===== src/rtl/iseq_fetcher_if.sv =====
// Instruction fetch bus: read side of the two FWFT instruction FIFOs plus the
// valid/ready pair-output channel toward the dispatcher pipeline.
interface iseq_fetcher_if;
    logic        instr0_fifo_rd_en;
    logic [31:0] instr0_fifo_data;
    logic        instr0_fifo_empty;
    logic        instr1_fifo_rd_en;
    logic [31:0] instr1_fifo_data;
    logic        instr1_fifo_empty;
    logic        out_valid;
    logic        out_ready;
    logic [31:0] out_instr0;
    logic [31:0] out_instr1;
    logic        out_instr1_vld;

    modport master (
        output instr0_fifo_rd_en,
        input  instr0_fifo_data,
        input  instr0_fifo_empty,
        output instr1_fifo_rd_en,
        input  instr1_fifo_data,
        input  instr1_fifo_empty,
        output out_valid,
        input  out_ready,
        output out_instr0,
        output out_instr1,
        output out_instr1_vld
    );

    modport slave (
        input  instr0_fifo_rd_en,
        output instr0_fifo_data,
        output instr0_fifo_empty,
        input  instr1_fifo_rd_en,
        output instr1_fifo_data,
        output instr1_fifo_empty,
        input  out_valid,
        output out_ready,
        input  out_instr0,
        input  out_instr1,
        input  out_instr1_vld
    );
endinterface


===== src/rtl/iseq_fetcher.sv =====
// Drains the even/odd instruction FIFOs in lockstep after process_iseq and
// presents instruction pairs to the dispatcher through a registered output.
`ifndef END_ISEQ
`define END_ISEQ 4'hF
`endif

module iseq_fetcher #(
    parameter int unsigned START_DELAY = 2,
    parameter logic [3:0]  END_OPC     = `END_ISEQ
) (
    input  logic        clk,
    input  logic        rst,
    input  logic        process_iseq,
    output logic        dispatcher_ready,
    iseq_fetcher_if.master bus,
    output logic        iseq_done,
    output logic [15:0] instr_count,
    output logic        seq_err
);

    typedef enum logic [1:0] {IDLE, ARM, FETCH, DRAIN} state_t;

    state_t      state, state_next;
    logic [3:0]  delay_cnt;
    logic        out_valid_q, out_vld1_q;
    logic [31:0] out_i0_q, out_i1_q;

    logic        load, pop0, pop1, load_pair, load_single, err_set, done;
    logic [1:0]  cnt_inc;
    logic        e0, e1;
    logic [3:0]  op0, op1;
    logic [16:0] cnt_sum;

    assign e0  = bus.instr0_fifo_empty;
    assign e1  = bus.instr1_fifo_empty;
    assign op0 = bus.instr0_fifo_data[31:28];
    assign op1 = bus.instr1_fifo_data[31:28];
    assign load = ~out_valid_q | bus.out_ready;

    assign bus.instr0_fifo_rd_en = pop0;
    assign bus.instr1_fifo_rd_en = pop1;
    assign bus.out_valid         = out_valid_q;
    assign bus.out_instr0        = out_i0_q;
    assign bus.out_instr1        = out_i1_q;
    assign bus.out_instr1_vld    = out_vld1_q;
    assign dispatcher_ready      = (state == IDLE) & ~out_valid_q;

    assign cnt_sum = {1'b0, instr_count} + 17'(cnt_inc);

    // State register
    always_ff @(posedge clk) begin
        if (rst) state <= IDLE;
        else     state <= state_next;
    end

    // Next state, FIFO pops and datapath control; FETCH rules in priority order
    always_comb begin
        state_next  = state;
        pop0        = 1'b0;
        pop1        = 1'b0;
        load_pair   = 1'b0;
        load_single = 1'b0;
        cnt_inc     = 2'd0;
        err_set     = 1'b0;
        done        = 1'b0;
        case (state)
            IDLE: begin
                if (process_iseq) state_next = ARM;
            end
            ARM: begin
                if (delay_cnt <= 4'd1) state_next = FETCH;
            end
            FETCH: begin
                if (load) begin
                    if (e0 && e1) begin
                        state_next = IDLE;
                        done       = 1'b1;
                    end else if (e0) begin
                        err_set    = 1'b1;
                        state_next = DRAIN;
                    end else if (op0 == END_OPC) begin
                        pop0 = 1'b1;
                        if (e1) begin
                            state_next = IDLE;
                            done       = 1'b1;
                        end else begin
                            err_set    = 1'b1;
                            state_next = DRAIN;
                        end
                    end else if (e1) begin
                        pop0        = 1'b1;
                        load_single = 1'b1;
                        cnt_inc     = 2'd1;
                    end else if (op1 == END_OPC) begin
                        pop0        = 1'b1;
                        pop1        = 1'b1;
                        load_single = 1'b1;
                        cnt_inc     = 2'd1;
                        state_next  = IDLE;
                        done        = 1'b1;
                    end else begin
                        pop0      = 1'b1;
                        pop1      = 1'b1;
                        load_pair = 1'b1;
                        cnt_inc   = 2'd2;
                    end
                end
            end
            DRAIN: begin
                pop0 = ~e0;
                pop1 = ~e1;
                if (e0 && e1) begin
                    state_next = IDLE;
                    done       = 1'b1;
                end
            end
            default: state_next = IDLE;
        endcase
        if (process_iseq && state != IDLE) err_set = 1'b1;
    end

    // Output register, start delay, saturating count, sticky error and done pulse
    always_ff @(posedge clk) begin
        if (rst) begin
            delay_cnt   <= '0;
            out_valid_q <= 1'b0;
            out_vld1_q  <= 1'b0;
            out_i0_q    <= '0;
            out_i1_q    <= '0;
            iseq_done   <= 1'b0;
            instr_count <= '0;
            seq_err     <= 1'b0;
        end else begin
            iseq_done <= done;
            if (state == IDLE && process_iseq) begin
                instr_count <= '0;
                seq_err     <= 1'b0;
                delay_cnt   <= 4'(START_DELAY);
            end else begin
                if (err_set) seq_err <= 1'b1;
                if (cnt_inc != 2'd0) instr_count <= cnt_sum[16] ? 16'hFFFF : cnt_sum[15:0];
                if (state == ARM) delay_cnt <= delay_cnt - 4'd1;
            end
            if (load_pair || load_single) begin
                out_valid_q <= 1'b1;
                out_i0_q    <= bus.instr0_fifo_data;
                out_i1_q    <= load_pair ? bus.instr1_fifo_data : '0;
                out_vld1_q  <= load_pair;
            end else if (bus.out_ready) begin
                out_valid_q <= 1'b0;
            end
        end
    end

endmodule


===== src/flat_wrapper.sv =====
// flat-port wrapper written by rule: the top's interface ports become plain ports
module iseq_fetcher_flat 
#(
    parameter int unsigned START_DELAY = 2,
    parameter logic [3:0]  END_OPC     = `END_ISEQ
)
  (clk, rst, process_iseq, dispatcher_ready, iseq_done, instr_count, seq_err, bus_instr0_fifo_rd_en, bus_instr0_fifo_data, bus_instr0_fifo_empty, bus_instr1_fifo_rd_en, bus_instr1_fifo_data, bus_instr1_fifo_empty, bus_out_valid, bus_out_ready, bus_out_instr0, bus_out_instr1, bus_out_instr1_vld);
  iseq_fetcher_if bus_i ();
  input  logic clk;
  input  logic rst;
  input  logic process_iseq;
  output logic dispatcher_ready;
  output logic iseq_done;
  output logic [15:0] instr_count;
  output logic seq_err;
  output wire logic [$bits(bus_i.instr0_fifo_rd_en)-1:0] bus_instr0_fifo_rd_en;
  input wire logic [$bits(bus_i.instr0_fifo_data)-1:0] bus_instr0_fifo_data;
  input wire logic [$bits(bus_i.instr0_fifo_empty)-1:0] bus_instr0_fifo_empty;
  output wire logic [$bits(bus_i.instr1_fifo_rd_en)-1:0] bus_instr1_fifo_rd_en;
  input wire logic [$bits(bus_i.instr1_fifo_data)-1:0] bus_instr1_fifo_data;
  input wire logic [$bits(bus_i.instr1_fifo_empty)-1:0] bus_instr1_fifo_empty;
  output wire logic [$bits(bus_i.out_valid)-1:0] bus_out_valid;
  input wire logic [$bits(bus_i.out_ready)-1:0] bus_out_ready;
  output wire logic [$bits(bus_i.out_instr0)-1:0] bus_out_instr0;
  output wire logic [$bits(bus_i.out_instr1)-1:0] bus_out_instr1;
  output wire logic [$bits(bus_i.out_instr1_vld)-1:0] bus_out_instr1_vld;
  assign bus_instr0_fifo_rd_en = bus_i.instr0_fifo_rd_en;
  assign bus_i.instr0_fifo_data = bus_instr0_fifo_data;
  assign bus_i.instr0_fifo_empty = bus_instr0_fifo_empty;
  assign bus_instr1_fifo_rd_en = bus_i.instr1_fifo_rd_en;
  assign bus_i.instr1_fifo_data = bus_instr1_fifo_data;
  assign bus_i.instr1_fifo_empty = bus_instr1_fifo_empty;
  assign bus_out_valid = bus_i.out_valid;
  assign bus_i.out_ready = bus_out_ready;
  assign bus_out_instr0 = bus_i.out_instr0;
  assign bus_out_instr1 = bus_i.out_instr1;
  assign bus_out_instr1_vld = bus_i.out_instr1_vld;
  iseq_fetcher #(.START_DELAY(START_DELAY), .END_OPC(END_OPC)) u_core (.clk(clk), .rst(rst), .process_iseq(process_iseq), .dispatcher_ready(dispatcher_ready), .bus(bus_i), .iseq_done(iseq_done), .instr_count(instr_count), .seq_err(seq_err));
endmodule

===== config.mk =====
export PLATFORM = sky130hd
export DESIGN_NAME = iseq_fetcher_flat
export DESIGN_NICKNAME = d
export VERILOG_FILES = /design/src/rtl/iseq_fetcher_if.sv /design/src/rtl/iseq_fetcher.sv /design/src/flat_wrapper.sv
export SDC_FILE = /design/constraint.sdc
export NUM_CORES = 1
export LEC_CHECK = 0
export ABC_AREA = 1
export BUFFER_PORTS_ARGS = -buffer_cell sky130_fd_sc_hd__buf_2
export CAP_MARGIN = 20
export CORE_MARGIN = 10
export CORE_UTILIZATION = 45
export CTS_CLUSTER_DIAMETER = 100
export CTS_CLUSTER_SIZE = 16
export DETAILED_ROUTE_END_ITERATION = 8
export GPL_TIMING_DRIVEN = 0
export PLACE_DENSITY = 0.73
export SETUP_SLACK_MARGIN = 0.2
export SLEW_MARGIN = 5
export SYNTH_ARGS = -nofsm -noshare
export SYNTH_HDL_FRONTEND = slang
export SYNTH_SLANG_ARGS = --single-unit

===== constraint.sdc =====
create_clock -name clk -period 3 [get_ports clk]
set_input_delay 0.15 -clock clk [delete_from_list [all_inputs] [get_ports clk]]
set_output_delay 0.15 -clock clk [all_outputs]
set_load 0.1 [all_outputs]

==> qor.yml, run 1 <==
antenna_left: 0
switching_share_pct: 45.71
min_path_type: "primary input to flip-flop"
yosys_warnings: 0
layout-drive-gt1-share_pct: 29.44
startpoint_type: "flip-flop"
rsz0062_at_grt: "false"
die_w_microns: 112.6
tns_ns: 0
syn_nets: 612
critPathMaxStageDelay_ns: 0.34
clockBufferDepth: 2
power.internal_mw: 2.186
maxSlewViolCount: 0
rows: 33
nets: 780
final_cell_mix: "buf_2 (164), nand2_1 (134), nor2_1 (90)"
p_sw_mw: 1.840
place_area_sq_um: 4773
grt_overflow: 0
grt_usage_pct: 17.53
areaGrowthSynthToFinish_pct: 30.49
max_freq_mhz: 393.5
setup_viol: 0
numCtsBuffers: 9
dr.pass1.iters: 4
htree_levels: 3
peakVddDrop_v: 0.0003248
slowest_stage: "dfxtp_1"
cp_max_fo: 10
p_per_area_nw_per_um2: 799.0
share_comb_of_total_power_pct: 40.9
status: "finished, final reports clean"
clk_pin_slew_worst_paths_ns: 0.08
power_mw: 4.026
pwr-share-clk_pct: 24.1
ys_seq_area_share_pct: 46.66
skew_ns: 0.005545
routabilityCongestion: 0.8686
vias_per_cell: 4.937
arrival_ns: 2.85
worstPathCellList: "inv_1 -> nand2_2 -> nor2_4 -> nand3_4 -> buf_6 -> a21oi_2 -> ha_2 -> fa_2 -> nand2_1 -> nor2_4 -> nand2_1 -> nand3b_1 -> nand3_1 -> nand2_1 -> inv_1"
place_hpwl_mm: 9.286
ctsRootBufferMaster: "clkbuf_8"
die_area_sq_um: 12690
power_leakage_nw: 2.385
final_common_cell: "buf_2"
pwr-share-seq_pct: 35.0
cap_violations: 0
cts_tree: "built"
crit_path_frequent_cell: "nand2_1"
syn_avg_cell_area_sq_um: 7.190
clkLatencyLatePin_ns: 0.35
via_count: 4024
synth.distinct_cells: 29
cts_hold_buf: 0
design_area_sq_um: 5039
utilization_pct: 60.71
pin_count: 157
io_buffers: 155
nFillCells: 779
fin_crit_ns: 2.541
drc: 0
cp-end-kind: "flip-flop"
drt-total-wl_mm: 11.80
grt_pass1_vias: 3898
required_ns: 3.30
hold_viol: 0
wl_per_cell_microns: 14.47
core-area_sq_um: 8299
clock_sinks: 90
synth-seq-cells: 90
drtIter0Drc: 236
tightest_slew_ns: 0.5286
die_h_microns: 112.6
fin_crit_sh_pct: 84.72
grt_max_degree: 15
criticalPathCategory: "flip-flop to flip-flop"
antenna_cells: 0
antenna_found_initial: 0
syn_area_sq_um: 3861
grt_pass1_wl_mm: 18.89
synthCells: 537
start_util_pct: 46.52
max_slew_margin_pct: 65.00
-- registers in the layout, summed over array words and instances (netlist names) --
register and count:
u_core.delay_cnt 4, u_core.bus.out_instr0 32, u_core.bus.out_instr1_vld 1, u_core.instr_count 16
u_core.seq_err 1, u_core.iseq_done 1, u_core.state 2, u_core.bus.out_valid 1
u_core.bus.out_instr1 32
-- power groups by stage --
stage               combinational (mW)  sequential, mW  clock, mW
floorplan                        0.532            2.24          0
global placement                  1.62            1.43          0
detailed placement                1.65            1.44          0
CTS                               1.65            1.41      0.985
global route                      1.75            1.43       1.03
finish                            1.65            1.41      0.970
-- path summary, 6_finish.rpt --
| path | from | end | slack, ns | cells after the start |
|---|---|---|---|---|
| worst min-delay path | bus_instr1_fifo_data[11] | u_core.bus.out_instr1[11] | 0.03 | 3 |
| worst max-delay path | u_core.state[0] | u_core.instr_count[9] | 0.46 | 15 |
| worst max register to register | u_core.state[0] | u_core.instr_count[9] | 0.46 | 15 |
| worst min register to register | u_core.bus.out_instr1[1] | u_core.bus.out_instr1[1] | 0.47 | 2 |
-- critical path: cells and delay by family (launching register included) --
kind | cells | cell delay, ns
and+or+nand+nor | 9 | 1.19
adders and majority gates | 2 | 0.47
DFF | 1 | 0.34
buffers and inverters | 3 | 0.33
AOI/OAI and AO/OA | 1 | 0.14
-- logic make-up after synthesis --
family          Yosys count  synth area share, %
fa+ha+maj                 5                1.815
buf+inv                  67                7.971
simple gates            266                28.74
flops                    90                46.66
xor+xnor                  5                1.134
compound gates          104                13.67
-- through the flow --
stage / cells / setup slack [ns] / hold WS, ns
5_1_grt: 815 / 0.2229 / 0.02396
3_5_place_dp: 797 / 0.1138 / 0.4047
3_3_place_gp: 797 / 0.2056 / 0.3981
6_report: 815 / 0.4585 / 0.03232
2_1_floorplan: 537 / 0.2965 / 0.2927
4_1_cts: 813 / 0.2026 / 0.02620
-- cell usage after synthesis --
cell      instances  share of area, %
nand3_1          21               2.7
o22ai_1           1              0.16
nand3_4           1              0.45
xor2_1            4              0.91
nor2_4            5               1.5
a31oi_1           1              0.16
dfxtp_1          90                47
nor2_2            3              0.49
nor2_1           91               8.8
nand2_2           1              0.16
o21ai_0          47               6.1
ha_1              4               1.3
a21oi_1          50               6.5
xnor2_1           1              0.23
clkbuf_1          7              0.68
nor3_1            2              0.26
fa_1              1              0.52
clkbuf_2          3              0.39
o211ai_1          2              0.39
o21ai_1           3              0.39
inv_2             1             0.097
nand4_1           6              0.97
buf_6             5               1.5
or2_2             1              0.16
inv_1            41               4.0
buf_2             9               1.2
buf_4             1              0.19
nand2_1         134                13
nand3b_1          1              0.19
-- per-layer routing --
layer | global-route usage, % | up-vias | wire length (microns) | share of wire, %
li1 | - | 2043 | - | -
met1 | 21.00 | 1809 | 5183 | 44
met2 | 28.03 | 168 | 5277 | 45
met3 | 7.561 | 4 | 1289 | 11
met4 | 4.822 | 0 | 46 | 0.39
met5 | 0 | - | 0 | 0
-- area by class of cell --
| type | count | area (sq um) | area share (%) |
|---|---|---|---|
| Clock inverter | 6 | 105.1 | 2.086 |
| Inverter | 42 | 157.7 | 3.129 |
| Multi-Input combinational cell | 380 | 1772 | 35.16 |
| Clock buffer | 10 | 127.6 | 2.533 |
| Timing Repair Buffer | 157 | 790.8 | 15.69 |
| Buffer | 25 | 150.1 | 2.980 |
| Tap cell | 105 | 131.4 | 2.607 |
| Sequential cell | 90 | 1804 | 35.81 |
-- repair_timing --
item	CTS	global route
endpoints found under the setup margin	7	16
gates resized for setup	1	5
buffers inserted	0	2
pin swaps	0	2
No activity file was read; power rests on OpenSTA's default activity.
==> run 2: changes to the inputs <==
- ABC_AREA: 1 -> 0
- CORE_UTILIZATION: 45 -> 42
- clock period: 3 -> 2.3 ns (I/O delays scaled with it)
==> qor.yml, run 2 <==
slowest_stage: "or4b_4"  # was dfxtp_1
fin_crit_ns: 2.498  # was 2.541 ns
final_cell_mix: "buf_2 (154), dfxtp_1 (81), nand2_1 (77)"  # was buf_2 (164), nand2_1 (134), nor2_1 (90)
rows: 33  # unchanged
dr.pass1.iters: 4  # unchanged
criticalPathCategory: "flip-flop to flip-flop"  # unchanged
ys.flop_type: "dfxtp_1"  # unchanged
required_ns: 2.58  # was 3.30 ns
wl_per_cell_microns: 16.50  # was 14.47 microns
setup_viol: 9  # was 0
via_count: 3802  # was 4,024
status: "complete, but fails checks"  # was finished, final reports clean
drtIter0Drc: 174  # was 236
tightest_slew_ns: 0.6411  # was 0.5286 ns
antenna_left: 0  # unchanged
startpoint_type: "flip-flop"  # unchanged
vias_per_cell: 5.049  # was 4.937
fin_crit_sh_pct: 108.6  # was 84.72%
yosys_warnings: 0  # unchanged
grt_overflow: 0  # unchanged
critPathBufInv: 5  # was 3
ys_top_cells_by_count: "dfxtp_1 (90), nand2_1 (79), nor2_1 (46), a21oi_1 (44), a22oi_1 (32)"  # was nand2_1 (134), nor2_1 (91), dfxtp_1 (90), a21oi_1 (50), o21ai_0 (47)
drc: 0  # unchanged
maxSlewViolCount: 0  # unchanged
clkLatencyLatePin_ns: 0.37  # was 0.35 ns
tns_ns: -1.434  # was 0 ns
die_area_sq_um: 12500  # was 12,690 sq um
min_path_type: "primary input to flip-flop"  # unchanged
synth_top_area_share_pct: 50.88  # was 46.66%
yosysTopAreaCell: "dfxtp_1"  # unchanged
path_delay_family: "simple AND/OR/NAND/NOR gates"  # unchanged
power_leakage_nw: 2.419  # was 2.385 nW
rsz0062_at_grt: "true"  # was false
crit_path_frequent_cell: "buf_6"  # was nand2_1
clk_pin_slew_worst_paths_ns: 0.09  # was 0.08 ns
critPathMaxStageDelay_ns: 0.49  # was 0.34 ns
io_buffers: 154  # was 155
layout-drive-gt1-share_pct: 37.77  # was 29.44%
max_slew_margin_pct: 57.26  # was 65.00%
clock_sinks: 90  # unchanged
holdWs_ns: 0.008609  # was 0.03232 ns
nets: 716  # was 780
peakVddDrop_v: 0.0004318  # was 0.0003248 V
ys_seq_area_share_pct: 50.88  # was 46.66%
numCtsBuffers: 9  # unchanged
grt_usage_pct: 18.96  # was 17.53%
routabilityCongestion: 0.8333  # was 0.8686
antenna_found_initial: 2  # was 0
synth-edff-count: 0  # unchanged
p_per_area_nw_per_um2: 646.2  # was 799.0 nW/um^2
pin_count: 157  # unchanged
synthCells: 406  # was 537
cap_violations: 0  # unchanged
start_util_pct: 43.09  # was 46.52%
cts_tree: "built"  # unchanged
place_hpwl_mm: 8.602  # was 9.286 mm
areaGrowthSynthToFinish_pct: 57.07  # was 30.49%
syn_avg_cell_area_sq_um: 8.721  # was 7.190 sq um
failed_checks: "setup timing"
async_flop_share_pct: 0  # unchanged
synth-seq-cells: 90  # unchanged
syn_nets: 481  # was 612
max_freq_mhz: 400.3  # was 393.5 MHz
synth_top_cells_by_area: "dfxtp_1 (51%), nand2_1 (8.4%), a22oi_1 (6.8%)"  # was dfxtp_1 (47%), nand2_1 (13%), nor2_1 (8.8%)
die_w_microns: 111.8  # was 112.6 microns
core-area_sq_um: 8217  # was 8299 sq um
yosysMostFrequentCell: "dfxtp_1"  # was nand2_1
grt_max_degree: 16  # was 15
cp-end-kind: "flip-flop"  # unchanged
clockBufferDepth: 2  # unchanged
nFillCells: 657  # was 779
synth.distinct_cells: 43  # was 29
cp_max_fo: 8  # was 10
grt_pass1_wl_mm: 19.83  # was 18.89 mm
finalWorstSetupSlack_ns: -0.1984  # was 0.4585 ns
syn_area_sq_um: 3541  # was 3861 sq um
hold_viol: 0  # unchanged
arrival_ns: 2.78  # was 2.85 ns
worstPathCellList: "buf_6 -> nor2b_4 -> nand3_4 -> buf_12 -> nor3_4 -> buf_6 -> fa_2 -> buf_6 -> nand2_4 -> nor2_4 -> or4b_4 -> buf_12 -> a31oi_4"  # was inv_1 -> nand2_2 -> nor2_4 -> nand3_4 -> buf_6 -> a21oi_2 -> ha_2 -> fa_2 -> nand2_1 -> nor2_4 -> nand2_1 -> nand3b_1 -> nand3_1 -> nand2_1 -> inv_1
final_common_cell: "buf_2"  # unchanged
skew_ns: 0.007618  # was 0.005545 ns
htree_levels: 3  # unchanged
die_h_microns: 111.8  # was 112.6 microns
drt-total-wl_mm: 12.42  # was 11.80 mm
ctsRootBufferMaster: "clkbuf_8"  # unchanged
grt_pass1_vias: 4002  # was 3,898
## run 2: cell count changes after synthesis, moves of 5 or more
cell / delta
inv_1: -37
xor2_1: +7
nor2_1: -45
nand2_1: -55
o21ai_0: -45
nor2_4: -5
clkbuf_1: +14
a22oi_1: +32
nand3_1: -12
buf_2: -5
a21oi_1: -6
## run 2: kinds of logic after synthesis
family          Yosys count  synth area share (%)
compound gates          102                 18.66
xor+xnor                 12                 2.968
fa+ha+maj                 5                 1.979
buf+inv                  32                 3.957
flops                    90                 50.88
simple gates            165                 21.55
## run 2: final timing paths
check | startpoint | end | slack [ns] | cells after the start
worst min-delay path | bus_instr1_fifo_data[28] | u_core.bus.out_instr1[28] | 0.009 | 3
worst min register to register | u_core.bus.out_instr0[17] | u_core.bus.out_instr0[17] | 0.45 | 2
worst max-delay path | u_core.state[1] | u_core.instr_count[0] | -0.20 | 13
worst max register to register | u_core.state[1] | u_core.instr_count[0] | -0.20 | 13
## run 2: where the power goes
| part | internal (mW) | switching (mW) | total, mW |
|---|---|---|---|
| Combinational | 0.270 | 0.601 | 0.870 |
| Clock | 0.505 | 0.574 | 1.08 |
| Sequential | 1.61 | 0.0334 | 1.64 |
| Total | 2.39 | 1.21 | 3.59 |
## run 2: layout make-up
type / instances / area, sq um / share of cell area, %
Clock inverter: 6 / 66.31 / 1.192
Antenna cell: 2 / 5.005 / 0.08999
Timing Repair Buffer: 224 / 1446 / 26.01
Tap cell: 105 / 131.4 / 2.362
Inverter: 4 / 15.01 / 0.2700
Clock buffer: 10 / 127.6 / 2.295
Buffer: 28 / 167.7 / 3.015
Multi-Input combinational cell: 284 / 1787 / 32.13
Sequential cell: 90 / 1815 / 32.64
## run 2: per-stage QoR
stage                     util [%]  setup WS, ns  area, sq um  cells  total power, mW
final                        67.69       -0.1984         5562    753            3.594
after global routing         67.69       -0.2760         5562    753            3.761
after CTS                    65.91       -0.1883         5415    743            3.583
after detailed placement     55.43       -0.5640         4554    665            2.431
after global placement       55.43       -0.4972         4554    665            2.420
after floorplan                  -       -0.2806         3652    406            2.256
## run 2: repair_timing
action                                  4_1_cts  5_1_grt
pin swaps                                    11       11
gates resized for setup                      14       13
hold endpoints to repair                     47        0
hold buffers                                 47        0
endpoints found under the setup margin       17       42
setup buffers                                15        8
## run 2: worst reg2reg max path, stage by stage (launching register included)
cell     delay [ns]
dfxtp_2        0.33
buf_6          0.09
nor2b_4        0.16
nand3_4        0.12
buf_12         0.17
nor3_4         0.19
buf_6          0.14
fa_2           0.19
buf_6          0.11
nand2_4        0.06
nor2_4         0.09
or4b_4         0.49
buf_12         0.17
a31oi_4        0.13
## run 2: metal layers
metal / track usage, % / up-vias / share of wire (%)
li1: - / 1877 / -
met1: 20.72 / 1772 / 40
met2: 31.78 / 127 / 50
met3: 7.407 / 26 / 7.8
met4: 8.483 / 0 / 2.6
met5: 0 / - / 0
==> run 3: changes to the inputs <==
- CORE_UTILIZATION: 42 -> 45
- PLACE_DENSITY: 0.73 -> 0.75
- clock period: 2.3 -> 2.7 ns (I/O delays scaled with it)
==> qor.yml, run 3 (synthesis gave the netlist of run 2 again) <==
place_area_sq_um: 4537  # was 4554 sq um
die_area_sq_um: 11820  # was 12,500 sq um
design_area_sq_um: 5219  # was 5562 sq um
rows: 32  # was 33
vias_per_cell: 5.089  # was 5.049
tightest_slew_ns: 0.6262  # was 0.6411 ns
grt_pass1_wl_mm: 18.62  # was 19.83 mm
final_cell_mix: "buf_2 (156), dfxtp_1 (87), nand2_1 (78)"  # was buf_2 (154), dfxtp_1 (81), nand2_1 (77)
r2r_slack_ns: 0.25  # was -0.20 ns
cts_tree: "built"  # unchanged
clk_pin_slew_worst_paths_ns: 0.09  # about the same
max_slew_margin_pct: 58.02  # was 57.26%
routabilityCongestion: 0.8174  # was 0.8333
dpl.cell_count: 662  # was 665
drc: 0  # unchanged
regToRegEndpoint: "u_core.instr_count[0]"  # unchanged
power_leakage_nw: 2.277  # was 2.419 nW
peakVddDrop_v: 0.0003716  # was 0.0004318 V
cp_max_fo: 8  # unchanged
drt-total-wl_mm: 11.67  # was 12.42 mm
fin_crit_sh_pct: 90.60  # was 108.6%
areaGrowthSynthToFinish_pct: 47.39  # was 57.07%
startpoint_type: "flip-flop"  # unchanged
nets: 692  # was 716
antenna_found_initial: 1  # was 2
final_common_cell: "buf_2"  # unchanged
place_hpwl_mm: 8.401  # was 8.602 mm
min_path_type: "primary input to flip-flop"  # unchanged
critPathMaxStageDelay_ns: 0.47  # was 0.49 ns
whs_endpoint: "u_core.bus.out_instr0[23]"  # was u_core.bus.out_instr1[28]
max_freq_mhz: 408.8  # was 400.3 MHz
clockBufferDepth: 2  # unchanged
cap_violations: 0  # unchanged
utilization_pct: 67.89  # was 67.69%
htree_levels: 3  # unchanged
power_mw: 3.019  # was 3.594 mW
start_util_pct: 46.06  # was 43.09%
io_buffers: 154  # unchanged
p_per_area_nw_per_um2: 578.4  # was 646.2 nW/um^2
tns_ns: 0  # was -1.434 ns
antenna_left: 0  # unchanged
required_ns: 2.98  # was 2.58 ns
clock_sinks: 90  # unchanged
drtIter0Drc: 115  # was 174
criticalPathCategory: "flip-flop to flip-flop"  # unchanged
wl_per_cell_microns: 16.05  # was 16.50 microns
via_count: 3700  # was 3,802
numCtsBuffers: 9  # unchanged
hold_viol: 0  # unchanged
rsz0062_at_grt: "true"  # unchanged
pin_count: 157  # unchanged
r2r-start: "u_core.state[1]"  # unchanged
core-area_sq_um: 7687  # was 8217 sq um
fin_cells: 727  # was 753
status: "finished, final reports clean"  # was complete, but fails checks
cp-end-kind: "flip-flop"  # unchanged
dr.pass1.iters: 5  # was 4
skew_ns: 0.01200  # was 0.007618 ns
worstPathCellList: "buf_6 -> nor2b_4 -> nand3_4 -> clkbuf_16 -> nor2_4 -> ha_4 -> fa_2 -> buf_6 -> nand2_4 -> nor2_4 -> or4b_4 -> buf_8 -> a31oi_2"  # was buf_6 -> nor2b_4 -> nand3_4 -> buf_12 -> nor3_4 -> buf_6 -> fa_2 -> buf_6 -> nand2_4 -> nor2_4 -> or4b_4 -> buf_12 -> a31oi_4
arrival_ns: 2.72  # was 2.78 ns
ctsRootBufferMaster: "clkbuf_8"  # unchanged
fin_crit_ns: 2.446  # was 2.498 ns
slowest_stage: "or4b_4"  # unchanged
hold_depth: 3  # unchanged
grt_usage_pct: 19.61  # was 18.96%
hp-start: "bus_instr0_fifo_data[23]"  # was bus_instr1_fifo_data[28]
maxUsedRoutingLayer: "met4"  # unchanged
maxSlewViolCount: 0  # unchanged
clkLatencyLatePin_ns: 0.36  # was 0.37 ns
met2_length_mm: 5.700  # was 6.204 mm
met3WireLength_mm: 1.149  # was 965 microns
grt_pass1_vias: 3752  # was 4,002
wl_met1_mm: 4.434  # was 4.931 mm
grt_overflow: 0  # unchanged
ff2ff_path_depth: 13  # unchanged
die_w_microns: 108.7  # was 111.8 microns
die_h_microns: 108.7  # was 111.8 microns
grt_max_degree: 17  # was 16
setup_viol: 0  # was 9
layout-drive-gt1-share_pct: 35.05  # was 37.77%
==> run 3: power by group <==
part	leakage (nW)	switching [mW]	internal, mW
clock network	0.0961	0.509	0.403
registers	0.729	0.0276	1.37
logic	1.45	0.501	0.204
total	2.28	1.04	1.98
==> run 3: area by class of cell <==
cell class / instances / area, sq um
fillers: 609 / 2469
flip-flops and latches: 90 / 1808
multi-input cells: 284 / 1699
repair buffers: 200 / 1204
plain buffers: 28 / 162.7
clock buffers: 11 / 152.6
well taps: 102 / 127.6
clock inverters: 5 / 42.54
inverters: 4 / 15.01
diodes: 3 / 7.507
==> run 3: how the worst max path moves through the flow <==
stage                               startpoint                     to  slack [ns]  cells after the start
after floorplan           u_core.bus.out_valid  u_core.instr_count[0]        0.13                     12
after global placement         u_core.state[1]  u_core.instr_count[1]       -0.08                     12
after detailed placement       u_core.state[1]  u_core.instr_count[0]       -0.17                     12
after CTS                      u_core.state[1]  u_core.instr_count[0]        0.23                     13
after global routing           u_core.state[1]  u_core.instr_count[0]        0.14                     13
final                          u_core.state[1]  u_core.instr_count[0]        0.25                     13
==> run 3: what timing repair did <==
| action | in CTS | in global routing |
|---|---|---|
| endpoints found under the hold margin | 35 | 0 |
| hold buffers | 35 | 0 |
| pin swaps | 5 | 1 |
| setup buffers | 10 | 1 |
| endpoints found under the setup margin | 10 | 7 |
| resized for setup | 7 | 2 |
==> run 3: routing by layer <==
| metal | global-route usage (%) | vias up |
|---|---|---|
| met1 | 21.11 | 1693 |
| met4 | 9.887 | 0 |
| met3 | 7.670 | 26 |
| li1 | - | 1835 |
| met5 | 0 | - |
| met2 | 32.97 | 146 |
==> run 3: worst max-delay path, delay by kind of cell (launching register included) <==
| kind | cells | cell delay (ns) |
|---|---|---|
| adders and majority gates | 2 | 0.33 |
| DFF | 1 | 0.33 |
| and+or+nand+nor | 6 | 1.01 |
| AOI/OAI and AO/OA | 1 | 0.17 |
| buffers and inverters | 4 | 0.54 |
==> run 3: stage by stage <==
step | worst slack, ns | hold WS, ns
4_1_cts | 0.2251 | 0.0008577
3_5_place_dp | -0.1662 | 0.3779
5_1_grt | 0.1439 | 0.01975
3_3_place_gp | -0.08054 | 0.3688
6_report | 0.2539 | 0.01629
2_1_floorplan | 0.1252 | 0.2596
